[src/rtl/note_phase_gen_if.sv]
// Bundle of the note handshake and the PHASE/CE oscillator outputs.
//   master : oscillator side (note_phase_gen); drives NOTE_READY, CE, PHASE, INC
//   slave  : controller / sample-stage side; drives NOTE_VALID, NOTE, GATE
interface note_phase_gen_if #(
    parameter int unsigned ACC_W = 24
);
    logic             NOTE_VALID;
    logic [6:0]       NOTE;
    logic             NOTE_READY;
    logic             GATE;
    logic             CE;
    logic [6:0]       PHASE;
    logic [ACC_W-1:0] INC;

    modport master (
        input  NOTE_VALID,
        input  NOTE,
        input  GATE,
        output NOTE_READY,
        output CE,
        output PHASE,
        output INC
    );

    modport slave (
        output NOTE_VALID,
        output NOTE,
        output GATE,
        input  NOTE_READY,
        input  CE,
        input  PHASE,
        input  INC
    );
endinterface

[src/rtl/note_phase_gen.sv]
// Note-driven phase generator feeding a wavetable sample stage.
//   - CE: one-cycle strobe every SR_DIV clocks (sample rate).
//   - MIDI note -> phase increment: sequential divide-by-12, semitone table, octave shift.
//   - Phase accumulator advanced on CE; PHASE is its top 7 bits.
// Ports:
//   CLK  : system clock
//   RST  : synchronous, active-high reset
//   bus  : note_phase_gen_if.master (NOTE_VALID/NOTE/NOTE_READY, GATE, CE, PHASE, INC)
module note_phase_gen #(
    parameter int unsigned SR_DIV = 1024,
    parameter int unsigned ACC_W  = 24
) (
    input  logic              CLK,
    input  logic              RST,
    note_phase_gen_if.master  bus
);

    localparam int unsigned CntW = (SR_DIV > 1) ? $clog2(SR_DIV) : 1;
    localparam logic [CntW-1:0] CntMax = CntW'(SR_DIV - 1);

    typedef enum logic [1:0] {StIdle, StDiv, StLookup, StLoad} state_e;

    state_e           state_q, state_d;
    logic [CntW-1:0]  cnt_q, cnt_d;
    logic [ACC_W-1:0] acc_q, acc_d;
    logic [ACC_W-1:0] inc_q, inc_d;
    logic [6:0]       rem_q, rem_d;
    logic [3:0]       oct_q, oct_d;
    logic [15:0]      base_q, base_d;
    logic [15:0]      base_lut;
    logic             ce;

    // Sample strobe.
    always_comb begin
        ce    = (cnt_q == CntMax);
        cnt_d = ce ? '0 : cnt_q + CntW'(1);
    end

    // Accumulator: only moves on CE; GATE low parks it at zero.
    always_comb begin
        acc_d = acc_q;
        if (ce) begin
            acc_d = bus.GATE ? acc_q + inc_q : '0;
        end
    end

    // round(0x4000 * 2^(s/12)) for semitone s within the top octave.
    always_comb begin
        case (rem_q[3:0])
            4'd0:    base_lut = 16'h4000;
            4'd1:    base_lut = 16'h43CE;
            4'd2:    base_lut = 16'h47D6;
            4'd3:    base_lut = 16'h4C1C;
            4'd4:    base_lut = 16'h50A3;
            4'd5:    base_lut = 16'h556E;
            4'd6:    base_lut = 16'h5A82;
            4'd7:    base_lut = 16'h5FE4;
            4'd8:    base_lut = 16'h6598;
            4'd9:    base_lut = 16'h6BA2;
            4'd10:   base_lut = 16'h7209;
            4'd11:   base_lut = 16'h78D1;
            default: base_lut = 16'h4000;
        endcase
    end

    // Note conversion FSM.
    always_comb begin
        state_d = state_q;
        rem_d   = rem_q;
        oct_d   = oct_q;
        base_d  = base_q;
        inc_d   = inc_q;
        case (state_q)
            StIdle: begin
                if (bus.NOTE_VALID) begin
                    rem_d   = bus.NOTE;
                    oct_d   = 4'd0;
                    state_d = StDiv;
                end
            end
            StDiv: begin
                if (rem_q >= 7'd12) begin
                    rem_d = rem_q - 7'd12;
                    oct_d = oct_q + 4'd1;
                end else begin
                    state_d = StLookup;
                end
            end
            StLookup: begin
                base_d  = base_lut;
                state_d = StLoad;
            end
            StLoad: begin
                // oct is 0..10, so the top octave (note 120..127) is unshifted.
                inc_d   = ACC_W'(base_q) >> (4'd10 - oct_q);
                state_d = StIdle;
            end
            default: state_d = StIdle;
        endcase
    end

    always_ff @(posedge CLK) begin
        if (RST) begin
            state_q <= StIdle;
            cnt_q   <= '0;
            acc_q   <= '0;
            inc_q   <= '0;
            rem_q   <= '0;
            oct_q   <= '0;
            base_q  <= '0;
        end else begin
            state_q <= state_d;
            cnt_q   <= cnt_d;
            acc_q   <= acc_d;
            inc_q   <= inc_d;
            rem_q   <= rem_d;
            oct_q   <= oct_d;
            base_q  <= base_d;
        end
    end

    assign bus.CE         = ce;
    assign bus.PHASE      = acc_q[ACC_W-1 -: 7];
    assign bus.INC        = inc_q;
    assign bus.NOTE_READY = (state_q == StIdle);

endmodule

[src/flat_wrapper.sv]
// flat-port wrapper written by rule: the top's interface ports become plain ports
module note_phase_gen_flat 
#(
    parameter int unsigned SR_DIV = 1024,
    parameter int unsigned ACC_W  = 24
)
  (CLK, RST, bus_NOTE_VALID, bus_NOTE, bus_GATE, bus_NOTE_READY, bus_CE, bus_PHASE, bus_INC);
  note_phase_gen_if #(.ACC_W(ACC_W)) bus_i ();
  input  logic CLK;
  input  logic RST;
  input wire logic [$bits(bus_i.NOTE_VALID)-1:0] bus_NOTE_VALID;
  input wire logic [$bits(bus_i.NOTE)-1:0] bus_NOTE;
  input wire logic [$bits(bus_i.GATE)-1:0] bus_GATE;
  output wire logic [$bits(bus_i.NOTE_READY)-1:0] bus_NOTE_READY;
  output wire logic [$bits(bus_i.CE)-1:0] bus_CE;
  output wire logic [$bits(bus_i.PHASE)-1:0] bus_PHASE;
  output wire logic [$bits(bus_i.INC)-1:0] bus_INC;
  assign bus_i.NOTE_VALID = bus_NOTE_VALID;
  assign bus_i.NOTE = bus_NOTE;
  assign bus_i.GATE = bus_GATE;
  assign bus_NOTE_READY = bus_i.NOTE_READY;
  assign bus_CE = bus_i.CE;
  assign bus_PHASE = bus_i.PHASE;
  assign bus_INC = bus_i.INC;
  note_phase_gen #(.SR_DIV(SR_DIV), .ACC_W(ACC_W)) u_core (.CLK(CLK), .RST(RST), .bus(bus_i));
endmodule
[config.mk]
export PLATFORM = sky130hd
export DESIGN_NAME = note_phase_gen_flat
export DESIGN_NICKNAME = d
export VERILOG_FILES = /design/src/rtl/note_phase_gen_if.sv /design/src/rtl/note_phase_gen.sv /design/src/flat_wrapper.sv
export SDC_FILE = /design/constraint.sdc
export NUM_CORES = 1
export LEC_CHECK = 0
export CORE_UTILIZATION = 50
export DETAILED_ROUTE_END_ITERATION = 8
export PLACE_DENSITY = 0.8
export RECOVER_POWER = 100
export SLEW_MARGIN = 20
export SYNTH_ARGS = -nofsm -noshare
export SYNTH_HDL_FRONTEND = slang
export SYNTH_SLANG_ARGS = --single-unit
[constraint.sdc]
create_clock -name CLK -period 2.4 [get_ports CLK]
set_input_delay 0.48 -clock CLK [delete_from_list [all_inputs] [get_ports CLK]]
set_output_delay 0.48 -clock CLK [all_outputs]
set_load 0.01 [all_outputs]
==> flow_summary.ini <==
[status]
status = finished, final reports clean

[place]
place_area_um2 = 5260
dp_slack_ns = 0.0513
portBuffers = 34
dp.cells = 735
place.gp.congestion = 0.920
dp_hpwl_mm = 8.23

[sta]
finalSetupViolations = 0
whs_ns = 0.454
worst_pin_slew_ns = 1.02
slew_headroom_pct = 31.8
fin_setup_tns_ns = 0
fmax_mhz = 427
layout_setup_ws_ns = 0.0598
drv_slew = 0
fin_crit_sh_pct = 97.5
hold_viol_final = 0
rsz0062_at_grt = true
clock_skew_ns = 0.0134
fin_crit_ns = 2.34

[power]
combPwrFrac_pct = 38.8
p_total_mw = 4.62
leakage_nw = 2.12
power_density_nw_per_um2 = 836
ir_drop_uv = 761
clockPowerShare_pct = 26.4
internal_power_mw = 2.94
power_frac_seq_pct = 34.8
swShare_pct = 36.3
p_switching_mw = 1.68

[cells_and_area]
diodes = 0
drive_gt1_share_pct = 9.00
finalNonFillerCells = 751
postLayoutCellArea_um2 = 5520
area_growth_pct = 13.3
fin_util_pct = 59.2
finalNetCount = 658

[synthesis]
syn_avg_cell_area_um2 = 8.32
synth_area_um2 = 4880
ys_seq_area_share_pct = 31.6
ys_seq_elements = 77
synthArstFlopShare_pct = 0
synth_edf_count = 0
syn_inst = 586
synth_ff_type = dfxtp_1
synth_cell_type_count = 67
yosysWarnings = 0

[global_routing]
overflow = 0
grt_pass1_vias = 4009
antenna_found_initial = 0
grt_max_degree = 24
grt_pass1_wl_mm = 18.5
grtUsageTotal_pct = 22.9

[detailed_routing]
firstDrtPassIters = 5
drtIter0Drc = 299
viasPerCell = 5.78
routedWlPerCell_um = 15.0
vias = 4343
route.detailed.drc = 0
routed_wl_mm = 11.3
route.antenna.remaining_nets = 0

[cts]
cts_tree = done
ctsHtreeMaxLevel = 3
cts_buffers = 9
clockBufferDepth = 2
cts_root_buffer = clkbuf_8
clock_latency_ns = 0.36
postCtsHoldBufs = 0
clkTransAtPathRegs_ns = 0.09
cts_sinks = 77

[worst_setup_path]
criticalPathCategory = reg2reg
endpoint_kind = flip-flop
required_ns = 2.64
critPathMaxFanout = 6
start_kind = flip-flop
arrival_ns = 2.58

[die]
fp.dieW_um = 101
die-area_um2 = 10200
ios = 44
core_area_um2 = 9330
fp.dieH_um = 101
start_util_pct = 52.3
core.rowCount = 35

[worst_hold_path]
min_path_type = reg2reg

[flow_run]
drv_cap = 0
-- cells in the final DEF (no fill, tap or decap), types with 5 or more instances in the layout --
cell | Yosys | final
o211ai_1 | 8 | 8
a211oi_1 | 9 | 7
dfxtp_1 | 77 | 77
conb_1 | 1 | 9
nor3_1 | 6 | 6
nand3_1 | 19 | 19
xor2_1 | 10 | 10
xnor2_1 | 11 | 11
clkdlybuf4s50_1 | 0 | 22
clkbuf_1 | 14 | 6
mux2i_1 | 29 | 29
buf_4 | 16 | 15
a21oi_1 | 50 | 48
o21ai_0 | 40 | 40
nor2b_1 | 9 | 9
mux2_2 | 5 | 5
nand2_1 | 63 | 63
and3_1 | 7 | 7
inv_1 | 15 | 15
dlygate4sd3_1 | 0 | 11
nor2_1 | 64 | 63
nand2b_1 | 7 | 7
ha_1 | 29 | 28
clkbuf_8 | 1 | 10
o31ai_1 | 6 | 6
-- sequential cells by signal, indices dropped and copies added (netlist names) --
name / count
u_core.cnt_q: 10
u_core.acc_q: 24
u_core.base_q: 15
u_core.state_q: 2
u_core.oct_q: 4
u_core.rem_q: 7
u_core.bus.INC: 15
-- cell type report --
cell class | count | area, um^2
Inverter | 16 | 60.1
Multi-Input combinational cell | 459 | 3040
Tap cell | 129 | 161
Timing Repair Buffer | 54 | 470
Fill cell | 829 | 3800
Clock buffer | 11 | 141
Sequential cell | 77 | 1540
Clock inverter | 5 | 106
-- worst max-delay path, stage by stage (launching register included) --
cell and delay [ns]:
dfxtp_1 0.36, ha_1 0.39, a21oi_1 0.27, o211ai_1 0.15, a21oi_2 0.33, a21oi_1 0.14
or3_1 0.34, a32o_1 0.25
-- metal layers --
layer | track usage, % | wire [um]
met1 | 29.7 | 5230
met2 | 38.7 | 5400
met3 | 4.44 | 559
met4 | 6.58 | 79
met5 | 0 | 0
-- repair_timing --
item                                    4_1_cts  5_1_grt
setup buffers                                 0        0
hold endpoints to repair                      0        0
endpoints found under the setup margin        1        8
gates resized for setup                       3        8
cloned                                        0        0
-- power by group through the flow --
| stage | clock network, mW | logic [mW] | registers [mW] |
|---|---|---|---|
| after CTS | 1.23 | 1.79 | 1.60 |
| after global placement | 0 | 1.72 | 1.62 |
| final | 1.22 | 1.79 | 1.61 |
| after global routing | 1.29 | 1.98 | 1.63 |
| after floorplan | 0 | 1.42 | 1.60 |
| after detailed placement | 0 | 1.78 | 1.63 |
-- kinds of logic (layout without fill, tap and decap cells) --
| kind of cell | after synthesis | after routing | share of synthesized area, % |
|---|---|---|---|
| AO/OA/AOI/OAI | 161 | 161 | 21.0 |
| multiplexers | 38 | 38 | 9.11 |
| buffers and inverters | 58 | 86 | 7.34 |
| XOR/XNOR | 22 | 22 | 4.11 |
| flip-flops | 77 | 77 | 31.6 |
| other | 1 | 9 | 0.0769 |
| AND/OR/NAND/NOR | 199 | 199 | 18.9 |
| adder cells (fa/ha/maj) | 30 | 30 | 7.85 |
-- cell usage after synthesis (all sizes together), types with 5 or more instances --
cell | instances | share of area (%)
a211oi | 9 | 1.4
a21oi | 51 | 5.3
and3 | 7 | 0.90
buf | 26 | 4.6
clkbuf | 16 | 1.5
dfxtp | 77 | 32
ha | 29 | 7.4
inv | 15 | 1.2
mux2 | 5 | 1.2
mux2i | 29 | 6.0
nand2 | 63 | 4.8
nand2b | 7 | 0.90
nand3 | 19 | 2.0
nor2 | 65 | 5.1
nor2b | 9 | 1.2
nor3 | 6 | 0.62
o211ai | 8 | 1.2
o21ai | 42 | 4.4
o22ai | 5 | 0.64
o31ai | 6 | 0.92
xnor2 | 12 | 2.3
xor2 | 10 | 1.8
-- worst paths after layout --
path	from	end	slack, ns	depth (start not counted)
min	u_core.acc_q[6]	u_core.acc_q[6]	0.45	2
min reg2reg	u_core.acc_q[6]	u_core.acc_q[6]	0.45	2
max reg2reg	u_core.bus.INC[9]	u_core.acc_q[13]	0.06	7
max	u_core.bus.INC[9]	u_core.acc_q[13]	0.06	7
Note: power is estimated with default switching activity, not from simulation.
